**src/rtl/arya_dmem_arbiter.sv**
```systemverilog
`default_nettype none
// arya_dmem_arbiter: round-robin arbiter sharing one single-port, one-cycle-latency data memory
// among NUM_REQ requesters, with a bounded burst lock and a saturating conflict counter.
module arya_dmem_arbiter #(
  parameter int NUM_REQ    = 4,
  parameter int ADDR_WIDTH = 9,
  parameter int DATA_WIDTH = 64,
  parameter int MAX_BURST  = 8
) (
  input  logic                          clk,
  input  logic                          reset,
  input  logic [NUM_REQ-1:0]            req,
  input  logic [NUM_REQ-1:0]            req_we,
  input  logic [NUM_REQ-1:0]            req_lock,
  input  logic [NUM_REQ*ADDR_WIDTH-1:0] req_addr,
  input  logic [NUM_REQ*DATA_WIDTH-1:0] req_wdata,
  output logic [NUM_REQ-1:0]            gnt,
  output logic [NUM_REQ-1:0]            rd_valid,
  output logic [DATA_WIDTH-1:0]         rd_data,
  output logic                          mem_en,
  output logic                          mem_we,
  output logic [ADDR_WIDTH-1:0]         mem_addr,
  output logic [DATA_WIDTH-1:0]         mem_wdata,
  input  logic [DATA_WIDTH-1:0]         mem_rdata,
  input  logic                          stat_clear,
  output logic [31:0]                   conflict_cnt
);

  localparam int              PW          = $clog2(NUM_REQ);
  localparam logic [7:0]      BURST_LIMIT = 8'(MAX_BURST);
  localparam logic [PW-1:0]   LAST_IDX    = PW'(NUM_REQ - 1);

  logic [ADDR_WIDTH-1:0] addr_arr  [NUM_REQ];
  logic [DATA_WIDTH-1:0] wdata_arr [NUM_REQ];

  generate
    for (genvar i = 0; i < NUM_REQ; i++) begin : g_unpack
      assign addr_arr[i]  = req_addr[i*ADDR_WIDTH +: ADDR_WIDTH];
      assign wdata_arr[i] = req_wdata[i*DATA_WIDTH +: DATA_WIDTH];
    end
  endgenerate

  logic [PW-1:0]      ptr;
  logic [PW-1:0]      owner;
  logic               owner_vld;
  logic [7:0]         burst_cnt;

  logic [NUM_REQ-1:0] elig;
  logic [NUM_REQ-1:0] cand;
  logic [NUM_REQ-1:0] owner_oh;
  logic               others_req;
  logic               lock_hold;
  logic               burst_release;
  logic               locked;
  logic [PW-1:0]      ptr_eff;
  logic               win_vld;
  logic [PW-1:0]      win_idx;
  logic [3:0]         elig_cnt;
  int                 search_idx;

  function automatic logic [PW-1:0] next_idx(input logic [PW-1:0] x);
    return (x == LAST_IDX) ? '0 : x + 1'b1;
  endfunction

  assign rd_data = mem_rdata;

  always_comb begin
    elig          = req & ~gnt;
    owner_oh      = NUM_REQ'(1) << owner;
    others_req    = |(req & ~owner_oh);
    lock_hold     = owner_vld & req_lock[owner];
    // A full burst only yields when someone else is actually waiting.
    burst_release = lock_hold & (burst_cnt == BURST_LIMIT) & others_req;
    locked        = lock_hold & ~burst_release;
    cand          = locked ? (elig & owner_oh) : elig;
    ptr_eff       = (owner_vld && !locked) ? next_idx(owner) : ptr;

    win_vld    = 1'b0;
    win_idx    = '0;
    search_idx = 0;
    for (int k = 0; k < NUM_REQ; k++) begin
      search_idx = int'(ptr_eff) + k;
      if (search_idx >= NUM_REQ) search_idx = search_idx - NUM_REQ;
      if (!win_vld && cand[search_idx]) begin
        win_vld = 1'b1;
        win_idx = PW'(search_idx);
      end
    end

    elig_cnt = '0;
    for (int k = 0; k < NUM_REQ; k++) begin
      elig_cnt = elig_cnt + 4'(elig[k]);
    end
  end

  always_ff @(posedge clk or negedge reset) begin
    if (!reset) begin
      gnt       <= '0;
      rd_valid  <= '0;
      mem_en    <= 1'b0;
      mem_we    <= 1'b0;
      mem_addr  <= '0;
      mem_wdata <= '0;
      ptr       <= '0;
      owner     <= '0;
      owner_vld <= 1'b0;
      burst_cnt <= '0;
    end else begin
      gnt      <= '0;
      mem_en   <= win_vld;
      mem_we   <= 1'b0;
      rd_valid <= (mem_en && !mem_we) ? gnt : '0;
      if (win_vld) begin
        gnt       <= NUM_REQ'(1) << win_idx;
        mem_we    <= req_we[win_idx];
        mem_addr  <= addr_arr[win_idx];
        mem_wdata <= wdata_arr[win_idx];
      end

      if (locked) begin
        if (win_vld && (burst_cnt != BURST_LIMIT)) burst_cnt <= burst_cnt + 8'd1;
      end else begin
        owner_vld <= 1'b0;
        burst_cnt <= '0;
        if (win_vld) begin
          ptr <= next_idx(win_idx);
          if (req_lock[win_idx]) begin
            owner_vld <= 1'b1;
            owner     <= win_idx;
            burst_cnt <= 8'd1;
          end
        end else begin
          ptr <= ptr_eff;
        end
      end
    end
  end

  always_ff @(posedge clk or negedge reset) begin
    if (!reset) begin
      conflict_cnt <= '0;
    end else if (stat_clear) begin
      conflict_cnt <= '0;
    end else if ((elig_cnt >= 4'd2) && (conflict_cnt != 32'hFFFF_FFFF)) begin
      conflict_cnt <= conflict_cnt + 32'd1;
    end
  end

endmodule
`default_nettype wire

```
**config.mk**
```make
export PLATFORM = sky130hd
export DESIGN_NAME = arya_dmem_arbiter
export DESIGN_NICKNAME = d
export VERILOG_FILES = /design/src/rtl/arya_dmem_arbiter.sv
export SDC_FILE = /design/constraint.sdc
export NUM_CORES = 1
export LEC_CHECK = 0
export ABC_CLOCK_PERIOD_IN_PS = 8800
export BUFFER_PORTS_ARGS = -buffer_cell sky130_fd_sc_hd__buf_2
export CORE_AREA = 2 2 213 215
export CTS_BUF_LIST = sky130_fd_sc_hd__clkbuf_2 sky130_fd_sc_hd__clkbuf_4 sky130_fd_sc_hd__clkbuf_8
export DETAILED_ROUTE_END_ITERATION = 10
export DIE_AREA = 0 0 215 217
export SLEW_MARGIN = 25
export SYNTH_ARGS = -nofsm -noshare
export SYNTH_HDL_FRONTEND = slang
export SYNTH_SLANG_ARGS = --single-unit
```
**constraint.sdc**
```tcl
create_clock -name clk -period 8.8 [get_ports clk]
set_clock_uncertainty 0.15 [all_clocks]
set_input_delay 1.76 -clock clk [delete_from_list [all_inputs] [get_ports clk]]
set_output_delay 1.76 -clock clk [all_outputs]
set_load 0.005 [all_outputs]
```
* Yosys cells after proc, flatten, opt, wreduce, memory -nomap -nowiden
Index checks and enable logic that the tools add are counted.
Operators by class: add/subtract/negate cells 14, $lt $le $gt $ge 12, eq/ne operators 6, shifts and indexed selects 2, mux-type cells 52, bitwise gates (word level) 12, reduce and logical (&&, ||, !) cells 15
Operators with widths (number):
- $mux 32 | 6
- $bmux 64 s2 | 1
- $lt 32x4->1 const B | 4
- $mux 64 | 2
- $add 32x1->32 const B | 1
- $ne 32x32->1 const B | 1
- $mux 1 | 20
- $bmux 9 s2 | 1
- $mux 9 | 2
- $mux 2 | 8
- $mux 8 | 2
- $bmux 1 s2 | 7
- $and 4x4->4 | 3
- $ge 3x3->1 const B | 4
- $mux 4 | 3
- $sub 3x3->4 const B | 3
- $add 8x1->8 const B | 1
- $eq 8x4->1 const B | 1
- $ne 8x4->1 const B | 1
- $not 4->4 | 2
- $shl 1x2->4 const A | 2
- $logic_and 1x1->1 | 7
- $add 2x2->3 const B | 2
- $lt 2x3->1 const B | 2
- other kinds (17) | 27
Storage, ports and cells: register bits 128, input bits 371, output and inout bits 179, logic and storage cells 124

* Longest topological paths before layout
depth after elaboration 30, gate-level depth with buffers 17, depth with buffers taken out 13

* Worst setup path before layout
No wires, ideal clock.
kind input port to flip-flop, from in req[1], to reg conflict_cnt[29], library setup time 132 ps, arrival time 4231 ps, data required time 8518 ps, setup slack 4287 ps, stages on the path 11, path buffers 0, cell sequence nor2b_1 inv_1 fa_1 o21a_1 a31oi_1 nand4_1 nor4_1 and2_1 nand3_1 xor2_1 nor2_1
On the way: cells in the longest elaborated chain, start to end 7
RTL lines:
- start: declaration | RTL line 12 | input logic [NUM_REQ-1:0] req,
- $and 4x4->4 | RTL line 68 | elig = req & ~gnt;
- $add 1x1->2 | RTL line 92 | elig_cnt = elig_cnt + 4'(elig[k]);
- $add 2x1->3 | RTL line 92
- $add 3x1->4 | RTL line 92
- $ge 4x2->1 | RTL line 144 | end else if ((elig_cnt >= 4'd2) && (conflict_cnt != 32'hFFFF_FFFF)) begin
- $logic_and 1x1->1 | RTL line 144
- $reduce_bool 2->1 (no line)
- end signal: assignment | RTL line 145 | conflict_cnt <= conflict_cnt + 32'd1;
- end: declaration | RTL line 26 | output logic [31:0] conflict_cnt
Every way passes these cells. A chain may end at the register's enable or synchronous reset.

* Worst setup path in the final report
from in req[1], to reg mem_wdata[12]
On the way: cells in the longest elaborated chain, start to end 27, elaborated cells between the ends (all ways) 56, classes of those cells 7 x add/sub; 4 x order compare; 29 x mux; 7 x bitwise; 9 x reduce/logical
RTL lines:
- branches (longest 27 deep; another with $sub 3x3->4)
- end signal: assignment | RTL line 117 | mem_wdata <= wdata_arr[win_idx];
- end: declaration | RTL line 23 | output logic [DATA_WIDTH-1:0] mem_wdata,
Several ways; the timed one is not identified. The select of a mux whose other input is x is not followed.

==> impl_metrics.yaml <==
timing:
  tns_ns: 0
  worst_pin_slew_ns: 1.09
  drv_slew: 0
  setup_viol: 0
  post-route-min-period_ns: 5.66
  final-hold-violation-count: 0
  rsz0062_at_grt: "no"
  fin_crit_sh_pct: 64.4
  slew_headroom_pct: 27.2
  max_freq_ghz: 0.177
clock_network:
  cts.root.buffer_cell: "clkbuf_8"
  cts_setup_buffers: 0
  htreeDepth: 4
  cts.reportedPaths.clkPinSlew_ns: 0.09
  cts_buffer_depth: 2
  clk_latency_ns: 0.49
  cts_tree: "done"
  ctsResizeCount: 0
  clock_sinks: 128
  cts_hold_buf: 0
  cts_made_buffers: 17
pwr:
  p_int_mw: 2.13
  p_comb_share_pct: 61.4
  p_per_area_mw_per_mm2: 364
  p_seq_share_pct: 25.3
  ir_drop_v: 0.000368
  p_leak_nw: 5.04
  switching_share_pct: 45.0
  power.net_switching_mw: 1.74
  clkPwrFrac_pct: 13.3
global_routing:
  grt-ovfl-total: 0
  grt_pass1_wl_um: 40700
  grt.total_usage_pct: 11.3
  grt_max_degree: 112
  antenna_found_initial: 3
  grt_pass1_vias: 7384
detailed_routing:
  dr.pass1.iters: 5
  post_drt_via_cell_ratio: 4.23
  ant_nets: 0
  wl_per_cell_um: 15.6
  first_iter_violations: 357
  num_vias: 7397
  wl_um: 27300
  drc: 0
layout:
  fin_cells: 1747
  area_growth_pct: 32.0
  fin_area_sq_mm: 0.0106
  drive_gt1_share_pct: 47.9
  fin_nets: 1517
  final_cell_mix: "420 x buf_2, 128 x dfrtp_1, 85 x a21oi_1"
  num_antenna_cells: 0
  layout_commonest_cell: "buf_2"
yosys:
  synth_nets: 1183
  synth_cells: 800
  synth-edff-count: 0
  ys_async_sr_fraction_pct: 100
  synth_area_sq_mm: 0.00804
  synth_seq_cells: 128
  syn_avg_cell_area_sq_um: 10.1
  ys_seq_area_share_pct: 39.8
  synth_flop_cell: "dfrtp_1"
  yosys_warnings: 0
  synth_cell_types: 54
setup_path:
  startpoint_type: "input port"
  worstReg2RegEnd: "mem_wdata[12]"
  r2r_start: "owner[1]"
  worst_r2r_path_depth: 15
  cp.arrival_ns: 5.93
  critPathKind: "input port to flop"
  rrSetupSlack_ns: 3.68
  required_ns: 9.06
  crit_fanout: 76
  cp-end-kind: "flop"
placed_design:
  dp_cells: 1715
  gp_congestion: 0.907
  place.port_buffers: 421
  dpl-instance-area_sq_mm: 0.0102
  hpwl_um: 20900
floorplanning:
  design.core.area_sq_mm: 0.0447
  fp.dieH_um: 217
  initial_core_util_pct: 18.0
  rows: 78
  die_area_sq_mm: 0.0467
  die_width_um: 215
  pin_count: 550
run:
  drv_cap: 0
min_path:
  worstHoldPathCells: 1
  holdPathEnd: "rd_valid[3]"
  min_from: "gnt[3]"
  hold_path_class: "flop to flop"
outcome:
  status: "completed"
## cell type report
type	instances	area [sq um]
tap	600	751
clock buffer	18	248
clock inverter	14	133
inverter	14	53.8
sequential	128	3200
fill	4963	34100
multi-input combinational	546	4060
timing repair buffer	427	2170
## registers in the layout, summed over array words and instances, names as in the netlist
register	cells
rd_valid	4
ptr	2
mem_addr	9
conflict_cnt	32
mem_we	1
mem_wdata	64
mem_en	1
owner	2
owner_vld	1
gnt	4
burst_cnt	8
## routing by layer
layer | part of all wire [%] | routed length, um | vias to the layer above | track usage, %
li1 | - | - | 3505 | -
met1 | 41 | 11200 | 3508 | 13.5
met2 | 49 | 13400 | 338 | 18.8
met3 | 7.4 | 2020 | 46 | 3.59
met4 | 2.4 | 653 | 0 | 4.67
met5 | 0 | 0 | - | 0
## stage by stage
stage	hold slack [ns]	worst slack, ns	power (mW)	util (%)
after floorplan	0.342	4.29	2.76	-
after global placement	0.340	2.73	3.33	22.9
after detailed placement	0.359	2.54	3.38	22.9
after CTS	0.383	3.14	3.93	23.8
after global routing	0.394	2.76	4.20	23.8
final	0.371	3.14	3.87	23.8
## worst max-delay path, stage by stage
cell,delay (ns)
buf_2,0.10
nor2b_1,0.14
a2111oi_4,0.38
o221a_1,0.45
nand2_1,0.35
o21bai_1,0.34
a21oi_1,0.13
nor2b_4,0.12
buf_4,0.60
inv_2,0.27
nand2_4,0.29
buf_4,0.55
o22ai_1,0.17
a21oi_1,0.16
## logic make-up after synthesis
| kind of cell | Yosys count | share of synthesized area, % |
|---|---|---|
| multiplexers | 154 | 20.3 |
| AO/OA/AOI/OAI | 189 | 14.4 |
| XOR/XNOR | 37 | 4.03 |
| AND/OR/NAND/NOR | 154 | 9.60 |
| flip-flops | 128 | 39.8 |
| buffers and inverters | 126 | 9.89 |
| adder cells (fa/ha/maj) | 12 | 1.96 |
## power by group through the flow
stage	Sequential (mW)	Combinational, mW	Clock [mW]
after floorplan	0.970	1.79	0
after global placement	0.983	2.34	0
after detailed placement	0.981	2.40	0
after CTS	0.977	2.40	0.547
after global routing	1.01	2.62	0.569
final	0.979	2.37	0.515
## synth_stat cells, types with 12 or more instances
library cell | n | area share (%)
nand3_1 | 18 | 1.1
clkbuf_1 | 27 | 1.3
nand2_1 | 29 | 1.4
a21oi_1 | 85 | 5.3
o22ai_1 | 74 | 5.8
mux2i_1 | 78 | 9.7
mux2_2 | 76 | 11
and2_1 | 12 | 0.93
xor2_1 | 29 | 3.2
dfrtp_1 | 128 | 40
buf_4 | 65 | 6.1
nor2_1 | 48 | 2.2
## worst max-delay path by stage
stage	from	endpoint	cells after the start
after floorplan	req[1]	conflict_cnt[29]	11
after global placement	req[1]	mem_wdata[8]	14
after detailed placement	req[1]	mem_wdata[12]	14
after CTS	req[1]	mem_wdata[12]	14
after global routing	req[1]	mem_wdata[15]	14
final	req[1]	mem_wdata[12]	14
Power figures use the tool's default switching activity.
